<file path="src/rtl/keypad_emulator_if.sv">
// Key-code injection handshake between a code source and keypad_emulator.
interface keypad_emulator_if;
    logic       key_valid;
    logic [3:0] key_code;
    logic       key_ready;

    modport master (output key_valid, output key_code, input key_ready);
    modport slave  (input key_valid, input key_code, output key_ready);
endinterface

</file>
<file path="src/rtl/keypad_emulator.sv">
// Keypad column emulator: queues injected key codes and answers scanner row strobes as a timed press.
// Define KEYPAD_EMU_FIFO_EN for a 4-entry code queue; otherwise a single holding register is used.
module keypad_emulator #(
    parameter int HOLD_CYCLES = 16,
    parameter int GAP_CYCLES  = 16
) (
    input  logic                clk,
    input  logic                rst,
    keypad_emulator_if.slave    key_if,
    input  logic [3:0]          keypadRow,
    output logic [3:0]          keypadCol,
    output logic                busy,
    output logic [2:0]          fifo_count
);

    typedef enum logic [1:0] {ST_IDLE = 2'd0, ST_PRESS = 2'd1, ST_GAP = 2'd2} state_t;

    localparam logic [15:0] HOLD_LOAD = 16'(HOLD_CYCLES - 1);
    localparam logic [15:0] GAP_LOAD  = 16'(GAP_CYCLES - 1);

    state_t      state_q;
    logic [15:0] cnt_q;
    logic [3:0]  cur_key_q;
    logic [2:0]  count_q;
    logic [3:0]  head_s;
    logic        full_s;
    logic        empty_s;
    logic        push_s;
    logic        pop_s;
    logic [7:0]  map_s;

    // Inverse of the scanner decode: key code to {active-low row, active-low column}.
    function automatic logic [7:0] key_map(input logic [3:0] code);
        logic [7:0] rc;
        case (code)
            4'h7:    rc = {4'b1110, 4'b1110};
            4'h4:    rc = {4'b1110, 4'b1101};
            4'h1:    rc = {4'b1110, 4'b1011};
            4'h0:    rc = {4'b1110, 4'b0111};
            4'h8:    rc = {4'b1101, 4'b1110};
            4'h5:    rc = {4'b1101, 4'b1101};
            4'h2:    rc = {4'b1101, 4'b1011};
            4'hA:    rc = {4'b1101, 4'b0111};
            4'h9:    rc = {4'b1011, 4'b1110};
            4'h6:    rc = {4'b1011, 4'b1101};
            4'h3:    rc = {4'b1011, 4'b1011};
            4'hB:    rc = {4'b1011, 4'b0111};
            4'hC:    rc = {4'b0111, 4'b1110};
            4'hD:    rc = {4'b0111, 4'b1101};
            4'hE:    rc = {4'b0111, 4'b1011};
            4'hF:    rc = {4'b0111, 4'b0111};
            default: rc = 8'hFF;
        endcase
        return rc;
    endfunction

    assign push_s           = key_if.key_valid && !full_s;
    assign pop_s            = (state_q == ST_IDLE) && !empty_s;
    assign key_if.key_ready = !full_s;
    assign fifo_count       = count_q;
    assign busy             = (state_q != ST_IDLE) || (count_q != 3'd0);

`ifdef KEYPAD_EMU_FIFO_EN
    logic [3:0] mem_q [4];
    logic [1:0] wr_ptr_q;
    logic [1:0] rd_ptr_q;

    assign full_s  = (count_q == 3'd4);
    assign empty_s = (count_q == 3'd0);
    assign head_s  = mem_q[rd_ptr_q];

    // Circular code queue; a simultaneous push and pop leaves the count unchanged.
    always_ff @(posedge clk or posedge rst) begin
        if (rst) begin
            for (int i = 0; i < 4; i++) begin
                mem_q[i] <= 4'd0;
            end
            wr_ptr_q <= 2'd0;
            rd_ptr_q <= 2'd0;
            count_q  <= 3'd0;
        end else begin
            if (push_s) begin
                mem_q[wr_ptr_q] <= key_if.key_code;
                wr_ptr_q        <= wr_ptr_q + 2'd1;
            end
            if (pop_s) begin
                rd_ptr_q <= rd_ptr_q + 2'd1;
            end
            case ({push_s, pop_s})
                2'b10:   count_q <= count_q + 3'd1;
                2'b01:   count_q <= count_q - 3'd1;
                default: count_q <= count_q;
            endcase
        end
    end
`else
    logic [3:0] hold_q;
    logic       hold_valid_q;

    assign full_s  = hold_valid_q;
    assign empty_s = !hold_valid_q;
    assign head_s  = hold_q;
    assign count_q = {2'b00, hold_valid_q};

    // Single holding register; push only when empty and pop only when full, so they never coincide.
    always_ff @(posedge clk or posedge rst) begin
        if (rst) begin
            hold_q       <= 4'd0;
            hold_valid_q <= 1'b0;
        end else if (push_s) begin
            hold_q       <= key_if.key_code;
            hold_valid_q <= 1'b1;
        end else if (pop_s) begin
            hold_valid_q <= 1'b0;
        end else begin
            hold_valid_q <= hold_valid_q;
        end
    end
`endif

    // Press/gap sequencer: one key per HOLD+GAP+1 cycles.
    always_ff @(posedge clk or posedge rst) begin
        if (rst) begin
            state_q   <= ST_IDLE;
            cnt_q     <= 16'd0;
            cur_key_q <= 4'd0;
        end else begin
            case (state_q)
                ST_IDLE: begin
                    if (pop_s) begin
                        cur_key_q <= head_s;
                        cnt_q     <= HOLD_LOAD;
                        state_q   <= ST_PRESS;
                    end
                end
                ST_PRESS: begin
                    if (cnt_q == 16'd0) begin
                        cnt_q   <= GAP_LOAD;
                        state_q <= ST_GAP;
                    end else begin
                        cnt_q <= cnt_q - 16'd1;
                    end
                end
                ST_GAP: begin
                    if (cnt_q == 16'd0) begin
                        state_q <= ST_IDLE;
                    end else begin
                        cnt_q <= cnt_q - 16'd1;
                    end
                end
                default: begin
                    cnt_q   <= 16'd0;
                    state_q <= ST_IDLE;
                end
            endcase
        end
    end

    assign map_s = key_map(cur_key_q);

    // Column return follows the row strobe with no register stage; malformed rows never match a key row.
    always_comb begin
        keypadCol = 4'b1111;
        if ((state_q == ST_PRESS) && (keypadRow == map_s[7:4])) begin
            keypadCol = map_s[3:0];
        end else begin
            keypadCol = 4'b1111;
        end
    end

endmodule
</file>
<file path="src/flat_wrapper.sv">
// flat-port wrapper written by rule: the top's interface ports become plain ports
module keypad_emulator_flat 
#(
    parameter int HOLD_CYCLES = 16,
    parameter int GAP_CYCLES  = 16
)
  (clk, rst, keypadRow, keypadCol, busy, fifo_count, key_if_key_valid, key_if_key_code, key_if_key_ready);
  keypad_emulator_if key_if_i ();
  input  logic clk;
  input  logic rst;
  input  logic [3:0] keypadRow;
  output logic [3:0] keypadCol;
  output logic busy;
  output logic [2:0] fifo_count;
  input wire logic [$bits(key_if_i.key_valid)-1:0] key_if_key_valid;
  input wire logic [$bits(key_if_i.key_code)-1:0] key_if_key_code;
  output wire logic [$bits(key_if_i.key_ready)-1:0] key_if_key_ready;
  assign key_if_i.key_valid = key_if_key_valid;
  assign key_if_i.key_code = key_if_key_code;
  assign key_if_key_ready = key_if_i.key_ready;
  keypad_emulator #(.HOLD_CYCLES(HOLD_CYCLES), .GAP_CYCLES(GAP_CYCLES)) u_core (.clk(clk), .rst(rst), .key_if(key_if_i), .keypadRow(keypadRow), .keypadCol(keypadCol), .busy(busy), .fifo_count(fifo_count));
endmodule
</file>
<file path="config.mk">
export PLATFORM = sky130hd
export DESIGN_NAME = keypad_emulator_flat
export DESIGN_NICKNAME = d
export VERILOG_FILES = /design/src/rtl/keypad_emulator_if.sv /design/src/rtl/keypad_emulator.sv /design/src/flat_wrapper.sv
export SDC_FILE = /design/constraint.sdc
export NUM_CORES = 1
export LEC_CHECK = 0
export ABC_AREA = 1
export CAP_MARGIN = 20
export CORE_MARGIN = 3
export CORE_UTILIZATION = 50
export DETAILED_ROUTE_END_ITERATION = 10
export GPL_ROUTABILITY_DRIVEN = 0
export PLACE_DENSITY_LB_ADDON = 0.1
export SYNTH_ARGS = -nofsm -noshare
export SYNTH_HDL_FRONTEND = slang
export SYNTH_SLANG_ARGS = --single-unit
</file>
<file path="constraint.sdc">
create_clock -name clk -period 3.89 [get_ports clk]
set_clock_uncertainty 0.1 [all_clocks]
set_input_delay 0.389 -clock clk [delete_from_list [all_inputs] [get_ports clk]]
set_output_delay 0.389 -clock clk [all_outputs]
set_load 0.05 [all_outputs]
</file>
==> summary.md, run 1 <==
| Metric | Value |
|---|---|
| Outcome | `complete, no violations` |
| Core area | `3744 µm²` |
| CP Data Arrival Time | `2.46 ns` |
| Worst-margin pin slew | `0.4953 ns` |
| PnR worst setup slack | `0.9457 ns` |
| Vias in the first global route | `1427` |
| RR Startpoint | `u_core.cnt_q[0]` |
| Mapped Cells | `279` |
| Vias after detailed routing | `1696` |
| Hold slack | `0.2636 ns` |
| Final setup viols | `0` |
| Largest net degree at the start of global routing | `28` |
| Area Overhead vs Synth | `13.38%` |
| Max Freq | `0.3396 GHz` |
| First-pass GRT wire length | `6272 µm` |
| Cell row count | `22` |
| Fin crit share | `75.69%` |
| DRT antenna net count | `0` |
| Yosys cell types | `33` |
| CTS buffer count | `3` |
| Dpl cells | `339` |
| Hold_buf cts | `0` |
| H-tree Lvls | `1` |
| Starting Density | `52.71%` |
| Reg2reg setup slack | `2.07 ns` |
| Post-CTS setup buffer count | `0` |
| Reg2reg end | `u_core.cnt_q[3]` |
| Total of max-cap violations | `0` |
| CP max FO | `5` |
| CTS tree | `yes` |
| Crit path capture type | `output port` |
| Drt via density | `4.930` |
| FF-to-FF path depth | `9` |
| Root buf cell | `clkbuf_8` |
| Port bufs | `17` |
| CP required | `3.40 ns` |
| Slew HR | `66.87%` |
| Yosys top cell by area | `dfrtp_1` |
| Clock-pin slew on the worst setup and hold paths | `0.09 ns` |
| Max-slew violation count | `0` |
| Worst setup SP type | `flip-flop` |
| Initial antenna violation count | `0` |
| Synthesized area | `1973 µm²` |
| Final std cells w/o fill | `344` |
| Die H | `68.82 µm` |
| Yosys reg bits | `27` |
| 1st-iter DRT viols | `136` |
| Hold Fails Final Rpt | `0` |
| Die width | `68.82 µm` |
| ANT cells | `0` |
| Clock Sinks | `27` |
| RSZ-0062 raised after global routing | `no` |
| Minimum clock period | `2.944 ns` |
| Routed WL | `3780 µm` |
| Power density cells | `735.1 nW/µm²` |
| Clock Tree Buf Depth | `2` |
| Post-DR wirelength/cell | `10.99 µm` |
| Post-route core utilization | `59.76%` |
| Leakage | `1.179 nW` |
| Critical path class | `flip-flop to output port` |
| Share of the synthesized area in the top cell type | `34.24%` |
| Avg Synthesized Cell Area | `7.072 µm²` |
| Sequential area share after synthesis | `34.24%` |
| Die area | `4736 µm²` |
| Fin Setup TNS | `0 ns` |
| Post-DP HPWL | `2940 µm` |
| Worst hold path type | `input pin to asynchronous set/reset pin` |
| # nets final | `315` |
| Share of layout cells above drive strength 1 | `12.50%` |
| Place WS | `1.238 ns` |
| 1st-pass router iterations | `4` |
| Synth top area cells | `dfrtp_1, nand2_1, inv_1` |
| Worst skew pair latency | `0.27 ns` |
| Ys Warns | `0` |
| Filler cell count | `379` |
| Tot GR Track Use | `17.14%` |
| CTS resizes | `0` |
| Peak supply drop | `327.3 µV` |
| Num ports | `20` |
| Residual DRC | `0` |
| Global route overflow | `0` |
[registers in the layout, indices dropped and copies added (netlist names)]
name,cells
u_core.head_s,4
u_core.state_q,2
u_core.cnt_q,16
u_core.full_s,1
u_core.cur_key_q,4
[final cells by class]
cell class | count | area (µm²) | area share [%]
multi-input combinational | 205 | 1100 | 49.16
sequential | 27 | 675.6 | 30.20
timing repair buffer | 18 | 197.7 | 8.837
inverter | 42 | 157.7 | 7.047
tap | 48 | 60.06 | 2.685
clock buffer | 3 | 41.29 | 1.846
clock inverter | 1 | 5.005 | 0.2237
[per-stage QoR]
stage | cell area, µm² | total power, mW
floorplan | 1977 | 1.296
global placement | 2163 | 1.480
detailed placement | 2163 | 1.488
CTS | 2210 | 1.650
global route | 2237 | 1.820
finish | 2237 | 1.644
[kinds of logic (layout without fill, tap and decap cells)]
family	after synthesis	after routing	synth area share (%)
buffers and inverters	48	64	10.21
AO/OA/AOI/OAI	25	25	8.308
other	1	2	0.1901
AND/OR/NAND/NOR	164	164	39.00
adder cells (fa/ha/maj)	7	7	4.439
multiplexers	4	4	2.283
XOR/XNOR	3	3	1.332
flip-flops	27	27	34.24
[cell usage in the layout, fill, tap and decap left out, types with 2 or more instances in the layout]
cell | netlist | final
xor2_1 | 2 | 2
clkbuf_8 | 0 | 3
inv_1 | 38 | 38
o21ai_0 | 10 | 10
a21oi_1 | 3 | 3
nor2_4 | 3 | 3
nor2_1 | 34 | 34
nand3_1 | 25 | 25
nand3_2 | 2 | 2
clkinv_1 | 3 | 3
nand2_1 | 72 | 72
conb_1 | 1 | 2
mux2_2 | 4 | 4
dfrtp_1 | 27 | 27
nor2_2 | 8 | 8
o2111ai_1 | 3 | 3
nor3_1 | 2 | 2
a21oi_2 | 4 | 4
clkdlybuf4s50_1 | 0 | 17
ha_1 | 7 | 7
nand4_1 | 9 | 9
nand2_2 | 6 | 6
[worst max-delay path by stage]
stage / start / to / slack (ns)
after floorplan: u_core.cur_key_q[0] / keypadCol[0] / 1.75
after global placement: keypadRow[3] / keypadCol[0] / 1.27
after detailed placement: u_core.cur_key_q[0] / keypadCol[2] / 1.24
after CTS: u_core.cur_key_q[0] / keypadCol[2] / 0.93
after global routing: u_core.cur_key_q[0] / keypadCol[0] / 0.81
final: u_core.cur_key_q[0] / keypadCol[2] / 0.95
[Yosys cell counts]
master / instances
o21bai_1: 1
o22ai_1: 1
buf_6: 1
nor3_1: 2
a211oi_1: 1
dfrtp_1: 27
a21oi_2: 4
nor2_2: 8
nand2_2: 6
nor2_4: 3
buf_2: 2
ha_1: 7
nand3_1: 25
o211ai_1: 1
o21ai_0: 10
nand3_4: 1
nand2_4: 1
xnor2_1: 1
a21oi_1: 3
nand3_2: 2
buf_4: 3
clkinv_1: 3
inv_2: 1
inv_1: 38
xor2_1: 2
mux2_2: 4
nand2_1: 72
nor2_1: 34
nand4_1: 9
conb_1: 1
o21ai_2: 1
o2111ai_1: 3
nor3_2: 1
[routing by layer]
metal  track usage, %  vias up  wire length, µm
li1                 -      916                -
met1            25.25      744             2025
met2            26.94       34             1565
met3            1.945        2              168
met4            3.650        0               20
met5                0        -                0
[where the power goes]
part / switching, mW / internal, mW
logic: 0.630 / 0.341
clock network: 0.0861 / 0.0717
registers: 0.117 / 0.398
total: 0.833 / 0.811
[worst max-delay path: stages, from the launching register on]
cell             delay (ns)
dfrtp_1                0.42
inv_1                  0.15
ha_1                   0.25
nand2_1                0.09
nand2_1                0.05
o21bai_1               0.13
nand3_1                0.12
a21oi_2                0.18
nand3_1                0.10
clkdlybuf4s50_1        0.71
Power figures use the tool's default switching activity.
==> inputs of run 2 (changes only) <==
==> constraint.sdc (replaced) <==
create_clock -name clk -period 2.8 [get_ports clk]
set_clock_uncertainty 0.1 [all_clocks]
set_input_delay 0.28 -clock clk [delete_from_list [all_inputs] [get_ports clk]]
set_output_delay 0.28 -clock clk [all_outputs]
set_load 0.05 [all_outputs]
==> summary.md, run 2 (synthesis results as in run 1) <==
| Metric | Value |
|---|---|
| Outcome | `complete, no violations` |
| Critical path class | `flip-flop to output port` |
| Minimum clock period | `2.578 ns` |
| Worst hold path type | `input pin to asynchronous set/reset pin` |
| CTS buffer count | `3 (unchanged)` |
| Routed WL | `3993 µm (+5.6%)` |
| Num ports | `20 (unchanged)` |
| Total of max-cap violations | `0 (unchanged)` |
| Vias after detailed routing | `1719 (+1.4%)` |
| Combinational fraction of design power | `58.7% (-0.4 points)` |
| 1st-iter DRT viols | `82 (-40%)` |
| Initial antenna violation count | `0 (unchanged)` |
| Max Freq | `0.3880 GHz` |
| Worst-margin pin slew | `0.5097 ns (+0.01433 ns)` |
| Post-CTS setup buffer count | `0 (unchanged)` |
| Clock Tree Buf Depth | `2 (unchanged)` |
| Residual DRC | `0 (unchanged)` |
| Port bufs | `17 (unchanged)` |
| Met3 Use GR | `3.404% (+1.5 points)` |
| Clock Sinks | `27 (unchanged)` |
| Seq pwr share | `30.8% (-0.5 points)` |
| Core area | `3744 µm² (unchanged)` |
| Die H | `68.82 µm (unchanged)` |
| Tot GR Track Use | `19.61% (+2.5 points)` |
| Clock-pin slew on the worst setup and hold paths | `0.10 ns (about the same)` |
| Reg2reg setup slack | `0.97 ns (-1.10 ns)` |
| GRT met2 Usage | `30.15% (+3.2 points)` |
| Post-DR wirelength/cell | `11.57 µm (+5.3%)` |
| Root buf cell | `clkbuf_8` |
| Hold_buf cts | `0 (unchanged)` |
| Final setup viols | `0 (unchanged)` |
| Vias in the first global route | `1523 (+6.7%)` |
| Largest register FFs | `16 (unchanged)` |
| Max-slew violation count | `0 (unchanged)` |
| Largest net degree at the start of global routing | `28 (unchanged)` |
| Hold Fails Final Rpt | `0 (unchanged)` |
| Commonest non-fill, non-tap cell in the layout | `nand2_1` |
| Global route overflow | `0 (unchanged)` |
| GR Util met1 | `28.66% (+3.4 points)` |
| Most frequent cells in the layout | `nand2_1, inv_1, nor2_1` |
| Cell row count | `22 (unchanged)` |
| H-tree Lvls | `1 (unchanged)` |
| Drt via density | `4.983 (+1.1%)` |
| Switching Fraction | `50.97% (+0.29 points)` |
| Slew HR | `65.92% (-0.96 points)` |
| 1st-pass router iterations | `4 (unchanged)` |
| P_int | `1.127 mW (+39%)` |
| Power density cells | `1034 nW/µm² (+41%)` |
| CTS resizes | `4 (+4)` |
| Starting Density | `52.71% (unchanged)` |
| RSZ-0062 raised after global routing | `no` |
| CP max FO | `5 (unchanged)` |
| Pwr Total | `2.298 mW (+40%)` |
| ANT cells | `0 (unchanged)` |
| Share of layout cells above drive strength 1 | `12.79% (+0.29 points)` |
| Post-DP HPWL | `3115 µm (+5.9%)` |
| Crit path capture type | `output port` |
| GR peak layer | `met2` |
| Clock Power Share | `10.5% (+0.9 points)` |
| Die area | `4736 µm² (unchanged)` |
| Die width | `68.82 µm (unchanged)` |
| # nets final | `316 (+0.32%)` |
| DRT antenna net count | `0 (unchanged)` |
| Hold slack | `0.2821 ns (+0.01843 ns)` |
| Leakage | `1.168 nW (-0.96%)` |
| Area Overhead vs Synth | `12.68%` |
| CP required | `2.42 ns (-0.98 ns)` |
| CTS tree | `yes` |
| Switching Power | `1.171 mW (+41%)` |
| Worst setup SP type | `flip-flop` |
| Peak supply drop | `550.5 µV (+68%)` |
| Worst skew pair latency | `0.28 ns (about the same)` |
| Fin crit share | `92.05%` |
| First-pass GRT wire length | `7031 µm (+12%)` |
| PnR worst setup slack | `0.2225 ns (-0.7233 ns)` |
| Largest reg by FF count | `u_core.cnt_q` |
| Place WS | `0.2567 ns (-0.9813 ns)` |
| CP Data Arrival Time | `2.20 ns (-0.26 ns)` |
| Fin Setup TNS | `0 ns (unchanged)` |
[run 2: changes by cell type in the layout (fill, tap and decap cells not counted), sizes merged]
cell	change
clkdlybuf4s50	-4
dlygate4sd2	+4
buf	+1
clkinv	-1
inv	+1
[run 2: cell type report]
type	count	area (µm²)
clock inverter	1	8.758
inverter	42	157.7
timing repair buffer	19	180.2
fill	383	1520
tap	48	60.06
sequential	27	675.6
clock buffer	3	41.29
multi-input combinational	205	1100
[run 2: power groups by stage]
stage / sequential, mW / combinational [mW] / clock, mW
2_1_floorplan: 0.670 / 1.13 / 0
3_3_place_gp: 0.714 / 1.34 / 0
3_5_place_dp: 0.718 / 1.36 / 0
4_1_cts: 0.710 / 1.36 / 0.254
5_1_grt: 0.737 / 1.56 / 0.265
6_report: 0.709 / 1.35 / 0.241
[run 2: final timing paths]
| path | to | startpoint | depth (start not counted) |
|---|---|---|---|
| hold / removal | u_core.cur_key_q[0] | rst | 3 |
| max in group asynchronous | u_core.state_q[1] | rst | 3 |
| hold reg to reg | u_core.cur_key_q[3] | u_core.head_s[3] | 2 |
| setup reg to reg | u_core.cnt_q[0] | u_core.cnt_q[0] | 9 |
| setup / recovery | keypadCol[2] | u_core.cur_key_q[0] | 9 |
| min in group clk | u_core.cur_key_q[3] | u_core.head_s[3] | 2 |
[run 2: routing by layer]
| metal | vias up | share of wire [%] |
|---|---|---|
| li1 | 918 | - |
| met1 | 775 | 50 |
| met2 | 24 | 46 |
| met3 | 2 | 3.1 |
| met4 | 0 | 0.85 |
| met5 | - | 0 |
[run 2: critical path, cell delays in order, from the launching register on]
cell	delay [ns]
dfrtp_1	0.42
inv_1	0.15
ha_1	0.25
nand2_1	0.08
nand2_1	0.05
o21bai_1	0.14
nand3_1	0.12
a21oi_2	0.18
nand3_1	0.08
dlygate4sd2_1	0.43
[run 2: through the flow]
stage	util [%]	std cells	instance area, µm²
floorplan	-	280	1977
global placement	58.19	341	2178
detailed placement	58.19	341	2178
CTS	59.39	345	2223
global route	59.39	345	2223
finish	59.39	345	2223
==> inputs of run 3 (changes only) <==
--- a/config.mk
+++ b/config.mk
@@ -7,6 +7,7 @@
 export LEC_CHECK = 0
 export ABC_AREA = 1
 export CAP_MARGIN = 20
+export CORE_ASPECT_RATIO = 1.4
 export CORE_MARGIN = 3
 export CORE_UTILIZATION = 50
 export DETAILED_ROUTE_END_ITERATION = 10
==> summary.md, run 3 (synthesis results as in run 1) <==
| Metric | Value |
|---|---|
| RSZ-0062 raised after global routing | `no` |
| Vias in the first global route | `1686 (+11%)` |
| Worst skew pair latency | `0.27 ns (about the same)` |
| Hold_buf cts | `0 (unchanged)` |
| Die H | `80.33 µm (+17%)` |
| Clock Tree Buf Depth | `2 (unchanged)` |
| Largest reg by FF count | `u_core.cnt_q` |
| Minimum clock period | `2.555 ns (-0.02260 ns)` |
| CTS resizes | `4 (unchanged)` |
| Area Overhead vs Synth | `12.24%` |
| Residual DRC | `0 (unchanged)` |
| Clock-pin slew on the worst setup and hold paths | `0.10 ns (about the same)` |
| Initial antenna violation count | `0 (unchanged)` |
| Vias after detailed routing | `1770 (+3.0%)` |
| Filler cell count | `362 (-5.5%)` |
| 1st-pass router iterations | `4 (unchanged)` |
| Max Freq | `0.3914 GHz (+0.88%)` |
| Post-DP HPWL | `3329 µm (+6.9%)` |
| CP required | `2.42 ns (about the same)` |
| Fin crit share | `91.25% (-0.81 points)` |
| Largest net degree at the start of global routing | `28 (unchanged)` |
| Place WS | `0.2652 ns (+0.008545 ns)` |
| Tot GR Track Use | `19.70% (+0.092 points)` |
| FF/Latch Area | `675.6 µm² (unchanged)` |
| Post-DR wirelength/cell | `12.60 µm (+8.9%)` |
| Post-CTS setup buffer count | `0 (unchanged)` |
| Die area | `4747 µm² (+0.22%)` |
| Num ports | `20 (unchanged)` |
| Final setup viols | `0 (unchanged)` |
| ANT cells | `0 (unchanged)` |
| Most frequent cells in the layout | `nand2_1, inv_1, nor2_1` |
| Clock Sinks | `27 (unchanged)` |
| 1st-iter DRT viols | `147 (+79%)` |
| Worst-margin pin slew | `0.5026 ns (-0.007116 ns)` |
| CTS tree | `yes` |
| First-pass GRT wire length | `7238 µm (+2.9%)` |
| Reg2reg setup slack | `0.97 ns (about the same)` |
| Dpl cells | `335 (-1.8%)` |
| DRT antenna net count | `0 (unchanged)` |
| Fin Setup TNS | `0 ns (unchanged)` |
| Outcome | `complete, no violations` |
| Power density cells | `1047 nW/µm² (+1.3%)` |
| CTS buffer count | `3 (unchanged)` |
| Global route overflow | `0 (unchanged)` |
| Total of max-cap violations | `0 (unchanged)` |
| Routed WL | `4271 µm (+7.0%)` |
| CP max FO | `5 (unchanged)` |
| # nets final | `316 (unchanged)` |
| Pwr Total | `2.318 mW (+0.87%)` |
| Worst hold path type | `input pin to asynchronous set/reset pin` |
| Cell row count | `26 (+18%)` |
| Crit path capture type | `output port` |
| Largest register FFs | `16 (unchanged)` |
| Leakage | `1.164 nW (-0.37%)` |
| Die width | `59.09 µm (-14%)` |
| Worst setup SP type | `flip-flop` |
| PnR worst setup slack | `0.2451 ns (+0.02260 ns)` |
| Root buf cell | `clkbuf_8` |
| Share of layout cells above drive strength 1 | `12.79% (unchanged)` |
| Area of the multi-input gates | `1100 µm² (unchanged)` |
| Slew HR | `66.39% (+0.48 points)` |
| Starting Density | `53.21% (+0.50 points)` |
| Core area | `3709 µm² (-0.94%)` |
| Max-slew violation count | `0 (unchanged)` |
| Port bufs | `17 (unchanged)` |
| Peak supply drop | `693.8 µV (+26%)` |
| Commonest non-fill, non-tap cell in the layout | `nand2_1` |
| H-tree Lvls | `1 (unchanged)` |
| Post-route core utilization | `59.72% (+0.32 points)` |
| Final std cells w/o fill | `339 (-1.7%)` |
| Critical path class | `flip-flop to output port` |
| Drt via density | `5.221 (+4.8%)` |
| CP Data Arrival Time | `2.17 ns (-0.03 ns)` |
| Hold Fails Final Rpt | `0 (unchanged)` |
-- run 3: per-layer routing --
metal  GRT usage (%)  share of wire [%]
met1           21.26                 40
met2           38.05                 55
met3           2.733                2.7
met4           5.896                1.9
met5               0                  0
-- run 3: critical path, cell delays in order (launching register included) --
cell and delay (ns):
dfrtp_1 0.42, inv_1 0.15, ha_1 0.25, nand2_1 0.08
nand2_1 0.05, o21bai_1 0.14, nand3_1 0.11, a21oi_2 0.18
nand3_1 0.09, dlygate4sd2_1 0.43
-- run 3: layout make-up --
type                       instances  share of cell area [%]
clock inverter                     1                  0.3390
clock buffer                       3                   1.864
timing repair buffer              19                   8.136
inverter                          42                   7.119
tap                               42                   2.373
sequential                        27                   30.51
multi-input combinational        205                   49.66
-- run 3: stage by stage --
step	hold slack, ns	area [µm²]
6_report	0.2573	2215
5_1_grt	0.2937	2215
3_3_place_gp	0.3689	2171
3_5_place_dp	0.3822	2171
2_1_floorplan	0.2327	1977
4_1_cts	0.2751	2215
-- run 3: path summary, 6_finish.rpt --
kind | from | end | cells after the start
max | u_core.cur_key_q[0] | keypadCol[0] | 9
min | rst | u_core.cnt_q[13] | 3
max reg2reg | u_core.cnt_q[0] | u_core.cnt_q[2] | 9
min reg2reg | u_core.head_s[3] | u_core.cur_key_q[3] | 2
max in group asynchronous | rst | u_core.cnt_q[9] | 3
min in group clk | u_core.head_s[3] | u_core.cur_key_q[3] | 2
-- run 3: power breakdown --
| part | internal [mW] | switching, mW |
|---|---|---|
| Sequential | 0.553 | 0.168 |
| Combinational | 0.471 | 0.899 |
| Clock | 0.101 | 0.127 |
| Total | 1.12 | 1.19 |
